### config.mk
export PLATFORM = sky130hd
export DESIGN_NAME = cpu_fetch_flat
export DESIGN_NICKNAME = d
export VERILOG_FILES = /design/src/rtl/cpu_pkg.sv /design/src/rtl/cpu_fetch_if.sv /design/src/rtl/cpu_fetch.sv /design/src/flat_wrapper.sv
export SDC_FILE = /design/constraint.sdc
export NUM_CORES = 1
export LEC_CHECK = 0
export BUFFER_PORTS_ARGS = -buffer_cell sky130_fd_sc_hd__clkbuf_2
export CORE_MARGIN = 4
export CORE_UTILIZATION = 51
export CTS_CLUSTER_SIZE = 30
export DETAILED_ROUTE_END_ITERATION = 16
export GPL_TIMING_DRIVEN = 1
export PLACE_DENSITY = 0.84
export SETUP_SLACK_MARGIN = 0.3
export SLEW_MARGIN = 20
export SYNTH_ARGS = -nofsm -noshare
export SYNTH_HDL_FRONTEND = slang
export SYNTH_SLANG_ARGS = --single-unit
### constraint.sdc
create_clock -name clk -period 2 [get_ports clk]
set_input_delay 0.1 -clock clk [delete_from_list [all_inputs] [get_ports clk]]
set_output_delay 0.1 -clock clk [all_outputs]
set_load 0.01 [all_outputs]
### src/rtl/cpu_pkg.sv
// Shared types for the CPU fetch path.
// addr_t / data_t match the 2048x8 program memory (cpumemory) port widths.
// fetch_state_t enumerates the instruction assembler states.
// instr_len() extracts the opcode length code; LEN_* name its values.
package cpu_pkg;

    typedef logic [10:0] addr_t;
    typedef logic [7:0]  data_t;

    typedef enum logic [1:0] {
        S_OP,
        S_ARG1,
        S_ARG2
    } fetch_state_t;

    localparam logic [1:0] LEN_1   = 2'b00;
    localparam logic [1:0] LEN_2   = 2'b01;
    localparam logic [1:0] LEN_3   = 2'b10;
    localparam logic [1:0] LEN_ILL = 2'b11;

    function automatic logic [1:0] instr_len(data_t op);
        return op[7:6];
    endfunction

endpackage

### src/rtl/cpu_fetch_if.sv
// Fetch-stage bus bundle.
//   mem_addr/mem_readwrite/mem_data : program memory read port
//   branch_valid/branch_addr        : redirect request from the branch unit
//   instr_*                         : valid/ready instruction handshake to the decoder
// master = fetch stage, slave = memory/branch/decoder side.
interface cpu_fetch_if;
    import cpu_pkg::*;

    addr_t       mem_addr;
    logic        mem_readwrite;
    data_t       mem_data;
    logic        branch_valid;
    addr_t       branch_addr;
    logic        instr_valid;
    logic        instr_ready;
    data_t       instr_opcode;
    logic [15:0] instr_operand;
    addr_t       instr_pc;
    logic        instr_illegal;

    modport master (
        output mem_addr, mem_readwrite,
        input  mem_data,
        input  branch_valid, branch_addr,
        output instr_valid, instr_opcode, instr_operand, instr_pc, instr_illegal,
        input  instr_ready
    );

    modport slave (
        input  mem_addr, mem_readwrite,
        output mem_data,
        output branch_valid, branch_addr,
        input  instr_valid, instr_opcode, instr_operand, instr_pc, instr_illegal,
        output instr_ready
    );

endinterface

### src/rtl/cpu_fetch.sv
// Instruction fetch stage.
// Issues one sequential byte read per cycle, assembles 1..3 byte instructions
// and holds the finished word on a valid/ready handshake. A one-byte skid
// register catches the read that was already in flight when the decoder stalls.
// Ports:
//   clk, rst : clock, synchronous active-high reset
//   bus      : cpu_fetch_if.master (memory port, branch request, decoder handshake)
// Parameter:
//   RESET_PC : byte address of the first fetch after reset
module cpu_fetch
    import cpu_pkg::*;
#(
    parameter addr_t RESET_PC = 11'h000
) (
    input  logic        clk,
    input  logic        rst,
    cpu_fetch_if.master bus
);

    fetch_state_t state, state_nxt;
    addr_t        mem_addr_q, mem_addr_nxt;
    logic         pending, pending_nxt;
    logic         skid_full, skid_full_nxt;
    data_t        skid, skid_nxt;
    addr_t        byte_pc, byte_pc_nxt;    // address of the next byte to arrive
    data_t        op_q, op_nxt;
    data_t        arg1_q, arg1_nxt;
    addr_t        pc_q, pc_nxt;
    logic         valid_q, valid_nxt;
    data_t        out_op, out_op_nxt;
    logic [15:0]  out_operand, out_operand_nxt;
    addr_t        out_pc, out_pc_nxt;
    logic         out_ill, out_ill_nxt;

    logic         stall;
    logic         present;
    data_t        cur;
    logic [1:0]   len;

    assign stall   = valid_q && !bus.instr_ready;
    assign present = pending || skid_full;
    assign cur     = skid_full ? skid : bus.mem_data;
    assign len     = instr_len(cur);

    always_comb begin
        state_nxt       = state;
        mem_addr_nxt    = mem_addr_q;
        pending_nxt     = 1'b0;
        skid_full_nxt   = skid_full;
        skid_nxt        = skid;
        byte_pc_nxt     = byte_pc;
        op_nxt          = op_q;
        arg1_nxt        = arg1_q;
        pc_nxt          = pc_q;
        valid_nxt       = valid_q;
        out_op_nxt      = out_op;
        out_operand_nxt = out_operand;
        out_pc_nxt      = out_pc;
        out_ill_nxt     = out_ill;

        if (bus.branch_valid) begin
            // A transfer in this cycle still completes on the decoder side;
            // everything in flight is dropped.
            valid_nxt     = 1'b0;
            skid_full_nxt = 1'b0;
            state_nxt     = S_OP;
            mem_addr_nxt  = bus.branch_addr;
            byte_pc_nxt   = bus.branch_addr;
        end else begin
            if (valid_q && bus.instr_ready)
                valid_nxt = 1'b0;

            if (stall) begin
                // No issue while stalled, so at most one byte is ever in flight.
                if (pending) begin
                    skid_nxt      = bus.mem_data;
                    skid_full_nxt = 1'b1;
                end
            end else begin
                mem_addr_nxt = mem_addr_q + 11'd1;
                pending_nxt  = 1'b1;
                if (present) begin
                    skid_full_nxt = 1'b0;
                    byte_pc_nxt   = byte_pc + 11'd1;
                    case (state)
                        S_OP: begin
                            op_nxt = cur;
                            pc_nxt = byte_pc;
                            if (len == LEN_2 || len == LEN_3) begin
                                state_nxt = S_ARG1;
                            end else begin
                                out_op_nxt      = cur;
                                out_operand_nxt = '0;
                                out_pc_nxt      = byte_pc;
                                out_ill_nxt     = (len == LEN_ILL);
                                valid_nxt       = 1'b1;
                            end
                        end
                        S_ARG1: begin
                            if (instr_len(op_q) == LEN_3) begin
                                arg1_nxt  = cur;
                                state_nxt = S_ARG2;
                            end else begin
                                out_op_nxt      = op_q;
                                out_operand_nxt = {8'h00, cur};
                                out_pc_nxt      = pc_q;
                                out_ill_nxt     = 1'b0;
                                valid_nxt       = 1'b1;
                                state_nxt       = S_OP;
                            end
                        end
                        S_ARG2: begin
                            out_op_nxt      = op_q;
                            out_operand_nxt = {cur, arg1_q};
                            out_pc_nxt      = pc_q;
                            out_ill_nxt     = 1'b0;
                            valid_nxt       = 1'b1;
                            state_nxt       = S_OP;
                        end
                        default: state_nxt = S_OP;
                    endcase
                end
            end
        end
    end

    always_ff @(posedge clk) begin
        if (rst) begin
            state       <= S_OP;
            mem_addr_q  <= RESET_PC;
            pending     <= 1'b0;
            skid_full   <= 1'b0;
            skid        <= '0;
            byte_pc     <= RESET_PC;
            op_q        <= '0;
            arg1_q      <= '0;
            pc_q        <= '0;
            valid_q     <= 1'b0;
            out_op      <= '0;
            out_operand <= '0;
            out_pc      <= '0;
            out_ill     <= 1'b0;
        end else begin
            state       <= state_nxt;
            mem_addr_q  <= mem_addr_nxt;
            pending     <= pending_nxt;
            skid_full   <= skid_full_nxt;
            skid        <= skid_nxt;
            byte_pc     <= byte_pc_nxt;
            op_q        <= op_nxt;
            arg1_q      <= arg1_nxt;
            pc_q        <= pc_nxt;
            valid_q     <= valid_nxt;
            out_op      <= out_op_nxt;
            out_operand <= out_operand_nxt;
            out_pc      <= out_pc_nxt;
            out_ill     <= out_ill_nxt;
        end
    end

    assign bus.mem_addr      = mem_addr_q;
    assign bus.mem_readwrite = 1'b1;
    assign bus.instr_valid   = valid_q;
    assign bus.instr_opcode  = out_op;
    assign bus.instr_operand = out_operand;
    assign bus.instr_pc      = out_pc;
    assign bus.instr_illegal = out_ill;

endmodule

### src/flat_wrapper.sv
// flat-port wrapper written by rule: the top's interface ports become plain ports
module cpu_fetch_flat import cpu_pkg::*;
#(
    parameter addr_t RESET_PC = 11'h000
)
  (clk, rst, bus_mem_addr, bus_mem_readwrite, bus_mem_data, bus_branch_valid, bus_branch_addr, bus_instr_valid, bus_instr_opcode, bus_instr_operand, bus_instr_pc, bus_instr_illegal, bus_instr_ready);
  cpu_fetch_if bus_i ();
  input  logic clk;
  input  logic rst;
  output wire logic [$bits(bus_i.mem_addr)-1:0] bus_mem_addr;
  output wire logic [$bits(bus_i.mem_readwrite)-1:0] bus_mem_readwrite;
  input wire logic [$bits(bus_i.mem_data)-1:0] bus_mem_data;
  input wire logic [$bits(bus_i.branch_valid)-1:0] bus_branch_valid;
  input wire logic [$bits(bus_i.branch_addr)-1:0] bus_branch_addr;
  output wire logic [$bits(bus_i.instr_valid)-1:0] bus_instr_valid;
  output wire logic [$bits(bus_i.instr_opcode)-1:0] bus_instr_opcode;
  output wire logic [$bits(bus_i.instr_operand)-1:0] bus_instr_operand;
  output wire logic [$bits(bus_i.instr_pc)-1:0] bus_instr_pc;
  output wire logic [$bits(bus_i.instr_illegal)-1:0] bus_instr_illegal;
  input wire logic [$bits(bus_i.instr_ready)-1:0] bus_instr_ready;
  assign bus_mem_addr = bus_i.mem_addr;
  assign bus_mem_readwrite = bus_i.mem_readwrite;
  assign bus_i.mem_data = bus_mem_data;
  assign bus_i.branch_valid = bus_branch_valid;
  assign bus_i.branch_addr = bus_branch_addr;
  assign bus_instr_valid = bus_i.instr_valid;
  assign bus_instr_opcode = bus_i.instr_opcode;
  assign bus_instr_operand = bus_i.instr_operand;
  assign bus_instr_pc = bus_i.instr_pc;
  assign bus_instr_illegal = bus_i.instr_illegal;
  assign bus_i.instr_ready = bus_instr_ready;
  cpu_fetch #(.RESET_PC(RESET_PC)) u_core (.clk(clk), .rst(rst), .bus(bus_i));
endmodule
# Word-level counts from Yosys, hierarchy flattened
# Cells that the tools add are included.
[classes]
n_addsub = 2
n_eq_ne = 11
n_mux = 31
n_bitwise = 2
n_reduce_logical = 17
[ops]
columns = ["op", "count"]
rows = [
  ["11-bit two-way mux", 7],
  ["16-bit one-hot mux with 3 select lines", 1],
  ["11-bit one-hot mux with 3 select lines", 1],
  ["16-bit two-way mux", 2],
  ["8-bit two-way mux", 3],
  ["8-bit one-hot mux with 3 select lines", 1],
  ["11-bit by 1-bit adder with 11-bit output (second input constant)", 2],
  ["1-bit two-way mux", 11],
  ["2-bit == test (second input constant)", 4],
  ["2-bit != test (second input constant)", 3],
  ["1-bit one-hot mux with 3 select lines", 2],
  ["3-bit AND reduction", 2],
  ["6-bit AND reduction", 1],
  ["5-bit AND reduction", 1],
  ["2-bit by 1-bit == test with 1-bit output (second input constant)", 2],
  ["2-bit two-way mux", 2],
  ["2-bit by 1-bit != test with 1-bit output (second input constant)", 2],
  ["2-bit one-hot mux with 2 select lines", 1],
  ["2-bit AND reduction", 2],
  ["4-bit AND reduction", 1],
  ["2-bit nonzero test", 2],
  ["3-bit nonzero test", 1],
  ["1-bit logical AND", 2],
  ["2-bit zero test", 1],
  ["other kinds (4)", 6],
]
[word_totals]
ff_bits = 98
in_bits = 23
out_inout_bits = 49
wordCells = 77

# Depth between registers and ports, before layout
[depth]
ltp_word = 7
depth_mapped = 10
mapped_depth_nobuf = 7

# Worst setup path before layout
# Ideal clock, no wire load.
[synth_timing]
path_type = "register to register"
from = "register u_core.skid_full"
to = "register u_core.out_operand[0] (netlist: u_core.bus.instr_operand[0])"
setup_time_ps = 86
arrival_ps = 2036
required_ps = 1914
slack_ps = -122
path_stages_with_launch = 11
path_buffers = 3
synth_period_minus_slack_ps = 2122
cell_sequence = "dfxtp_1 > buf_6 > mux2i_1 > inv_1 > ha_1 > a21oi_1 > and2_1 > buf_2 > buf_2 > a21oi_1 > a211oi_1"
[synth_via]
elab_chain_len = 5
elab_cells_between_ends = 9
classes_between = "eq/ne (3); mux (3); reduce/logical (3)"
[synth_lines]
columns = ["element", "line_no", "text"]
rows = [
  ["start, declared", "cpu_fetch.sv:23", "logic skid_full, skid_full_nxt;"],
  ["start signal, assigned", "cpu_fetch.sv:147", "skid_full <= skid_full_nxt;"],
  ["8-bit two-way mux (*)", "cpu_fetch.sv:42", "assign cur = skid_full ? skid : bus.mem_data;"],
  ["named net u_core.cur[6]", "cpu_fetch.sv:37", "data_t cur;"],
  ["2-bit by 1-bit == test with 1-bit output / 2-bit == test (equally long branches)", "cpu_fetch.sv:89", "if (len == LEN_2 || len == LEN_3) begin"],
  ["1-bit logical OR (*)", "cpu_fetch.sv:89", ""],
  ["2-bit != test (no source line) (*)", "n/a", ""],
  ["6-bit AND reduction (no source line) (*)", "n/a", ""],
  ["end signal, assigned", "cpu_fetch.sv:155", "out_operand <= out_operand_nxt;"],
  ["end, declared", "cpu_fetch.sv:31", "logic [15:0] out_operand, out_operand_nxt;"],
]
# Mark *: on every way through the listed nets, which the timed path passes. The rest lies on a longest branch. The select of a mux whose other input is x is not followed.
# A chain may end at the register's enable or synchronous reset.

# Worst setup path after layout
[layout_timing]
from = "register u_core.skid_full"
to = "register u_core.out_operand[1] (netlist: u_core.bus.instr_operand[1])"
# The elaborated chain is that of the path after synthesis.

==> impl_metrics.tcl <==
set metrics [dict create \
    p_leak_nw 1.984 \
    synth_xor_area_share_pct 2.496 \
    synth_top_area_cell "dfxtp_1" \
    drive_above_1_share_pct 28.84 \
    grt_use_total_pct 22.11 \
    io_pins 72 \
    finClkSkew_ns 0.004287 \
    fillers 713 \
    synthesis.nets 537 \
    wl_per_cell_um 17.54 \
    dpl.hpwl_mm 7.740 \
    yosysWarningCount 0 \
    vias 4087 \
    synthFlopType "dfxtp_1" \
    powerDensity_nw_per_um2 730.2 \
    status "complete, no violations" \
    die_area_um2 10520 \
    fin_total_pwr_mw 4.061 \
    power.internal_mw 3.001 \
    final_common_cell "dfxtp_1" \
    drtIter0Drc 256 \
    cts_tree "done" \
    path_max_fanout 5 \
    grt_overflow 0 \
    clockBufferDepth 2 \
    final_cell_mix "95 x dfxtp_1, 70 x clkbuf_2, 53 x a21oi_1, 40 x nand2_1" \
    fin_crit_ns 1.978 \
    yosysUniqueCellTypes 50 \
    synth-seq-area-share_pct 43.01 \
    finalHoldViolations 0 \
    die_height_um 102.6 \
    insertion_delay_ns 0.37 \
    async_flop_share_pct 0 \
    p_clk_share_pct 34.6 \
    avgSynthCellArea_um2 8.998 \
    cts_sinks 98 \
    synthCells 507 \
    crit_required_ns 2.27 \
    seq_area_um2 1968 \
    crit_arrival_ns 2.25 \
    timing.setup.critical_path_class "reg -> reg" \
    yosys.area_share.simple_pct 15.28 \
    p_seq_share_pct 51.4 \
    clk_pin_slew_ns 0.09 \
    synth_top_area_share_pct 43.01 \
    hp-class "in -> reg" \
    drcViolationCount 0 \
    grt_antenna_before_repair 0 \
    fmax_mhz 505.7 \
    fin_nets 605 \
    muxShareOfSynthArea_pct 7.625 \
    start_util_pct 52.31 \
    first_pass_iters 5 \
    antenna_cells 0 \
    grt_start_max_net_pins 71 \
    min_period_over_period_pct 98.88 \
    ir_drop_v 0.0003761 \
    htree_levels 3 \
    cp-end-kind "register" \
    critPathLaunch "u_core.skid_full$_SDFFE_PP0P_" \
    p_switching_mw 1.060 \
    cap_violations 0 \
    root_buffer "clkbuf_8" \
    synth.area.top_cells "dfxtp_1 43%, a21oi_1 6.6%, mux2i_1 6.1%" \
    multi_input_area_um2 2471 \
    combPwrFrac_pct 14.0 \
    setup-violations-final 0 \
    die_w_um 102.6 \
    ant_nets 0 \
    io_buffer_count 70 \
    dp_slack_ns -0.03237 \
    fp-row-count 34 \
    synth_top_family_by_area "compound AO/OA/AOI/OAI gates" \
    core_area_um2 8721 \
    grt_pass1_vias 3857 \
    place_congestion 0.8684 \
    synth_edf_count 0 \
    synthToLayoutAreaGrowth_pct 21.91 \
    ys_ff_latch 98 \
    setup_slack_ns 0.02235 \
    viasPerCell 5.949 \
    start_kind "register" \
    holdCritStartpoint "bus_mem_data[5]" \
    rsz0062_at_grt "true" \
    synth_compound_area_share_pct 23.07 \
    routed_wl_mm 12.05 \
    syn-cell-area_um2 4562 \
    slew_viol_final 0 \
    switching_share_pct 26.11 \
    synth_adder_area_share_pct 1.920 \
    grt_pass1_wl_mm 18.46 \
    timing.rr.start "u_core.skid_full$_SDFFE_PP0P_" \
    cts-buffers-inserted 9 \
]
-- power groups by stage --
stage	registers (mW)	logic [mW]	clock network [mW]
2_1_floorplan	2.13	0.314	0
3_3_place_gp	2.13	0.444	0
3_5_place_dp	2.13	0.458	0
4_1_cts	2.08	0.497	1.43
5_1_grt	2.10	0.609	1.50
6_report	2.09	0.567	1.41
-- final cells by class --
class / instances / share of cell area [%]
Clock inverter: 4 / 1.372
Multi-Input combinational cell: 349 / 44.43
Inverter: 14 / 0.9449
Tap cell: 108 / 2.430
Timing Repair Buffer: 103 / 12.89
Clock buffer: 11 / 2.542
Sequential cell: 98 / 35.39
-- sequential cells by signal, indices dropped and copies added, names as in the netlist, 2 cells and up --
name,count
u_core.state,2
u_core.bus.instr_operand,16
u_core.pc_q,11
u_core.byte_pc,11
u_core.arg1_q,8
u_core.bus.instr_opcode,8
u_core.skid,8
u_core.bus.mem_addr,11
u_core.bus.instr_pc,11
u_core.op_q,8
-- timing repair --
item                       in CTS  in global routing
pin swaps                       3                 15
hold endpoints to repair        2                  0
resized for setup              13                 23
hold buffers                    2                  0
setup buffers                   4                  3
gates cloned                    2                  3
setup endpoints to repair      46                 64
-- stage by stage --
step                cells  utilization (%)  hold WS (ns)  instance area, um2   TNS, ns
global placement      658            57.76        0.3546                5037         0
CTS                   681            61.84      0.002326                5393         0
global route          687            63.77       0.01333                5562   -0.1008
finish                687            63.77      0.001332                5562         0
floorplan             507                -        0.2446                4649         0
detailed placement    658            57.76        0.3601                5037  -0.03237
-- per-layer routing --
| layer | vias to the layer above | track usage [%] | part of all wire (%) |
|---|---|---|---|
| li1 | 1981 | - | - |
| met1 | 1951 | 27.88 | 42 |
| met2 | 133 | 37.69 | 50 |
| met3 | 22 | 4.060 | 6.1 |
| met4 | 0 | 8.274 | 2.1 |
| met5 | - | 0 | 0 |
-- synth_stat cells (7+ instances only) --
cell / instances
a21oi_1: 60
nor2_1: 26
nand3_1: 12
xor2_1: 7
a32oi_1: 8
a21boi_0: 10
inv_1: 14
dfxtp_1: 98
a211oi_1: 30
clkbuf_1: 18
o21ai_0: 25
ha_1: 7
o31a_1: 8
nand4_1: 17
a211oi_2: 8
buf_2: 18
nand2_1: 41
nor3_1: 9
mux2i_1: 28
-- final timing paths --
path,to,slack (ns),cells after the start
max,u_core.bus.instr_operand[1]$_SDFFE_PP0P_,0.02,8
min,u_core.skid[5]$_SDFFE_PP0P_,0.001,3
max reg2reg,u_core.bus.instr_operand[1]$_SDFFE_PP0P_,0.02,8
min reg2reg,u_core.pc_q[4]$_SDFFE_PP0P_,0.46,2
-- worst max-delay path, cell delays in order, from the launching register on --
cell,delay (ns)
dfxtp_4,0.40
mux2i_4,0.25
inv_2,0.09
ha_4,0.26
a21oi_4,0.13
and2_4,0.27
clkbuf_16,0.18
a21oi_1,0.06
a211oi_1,0.22
-- cells by family (layout without fill, tap and decap cells) --
group | count (synthesis) | count (layout)
mux | 34 | 34
flops | 98 | 98
fa+ha+maj | 7 | 7
compound gates | 161 | 161
xor+xnor | 13 | 13
other cells | 1 | 1
simple gates | 133 | 133
buf+inv | 60 | 132
Note: power is estimated with default switching activity, not from simulation.
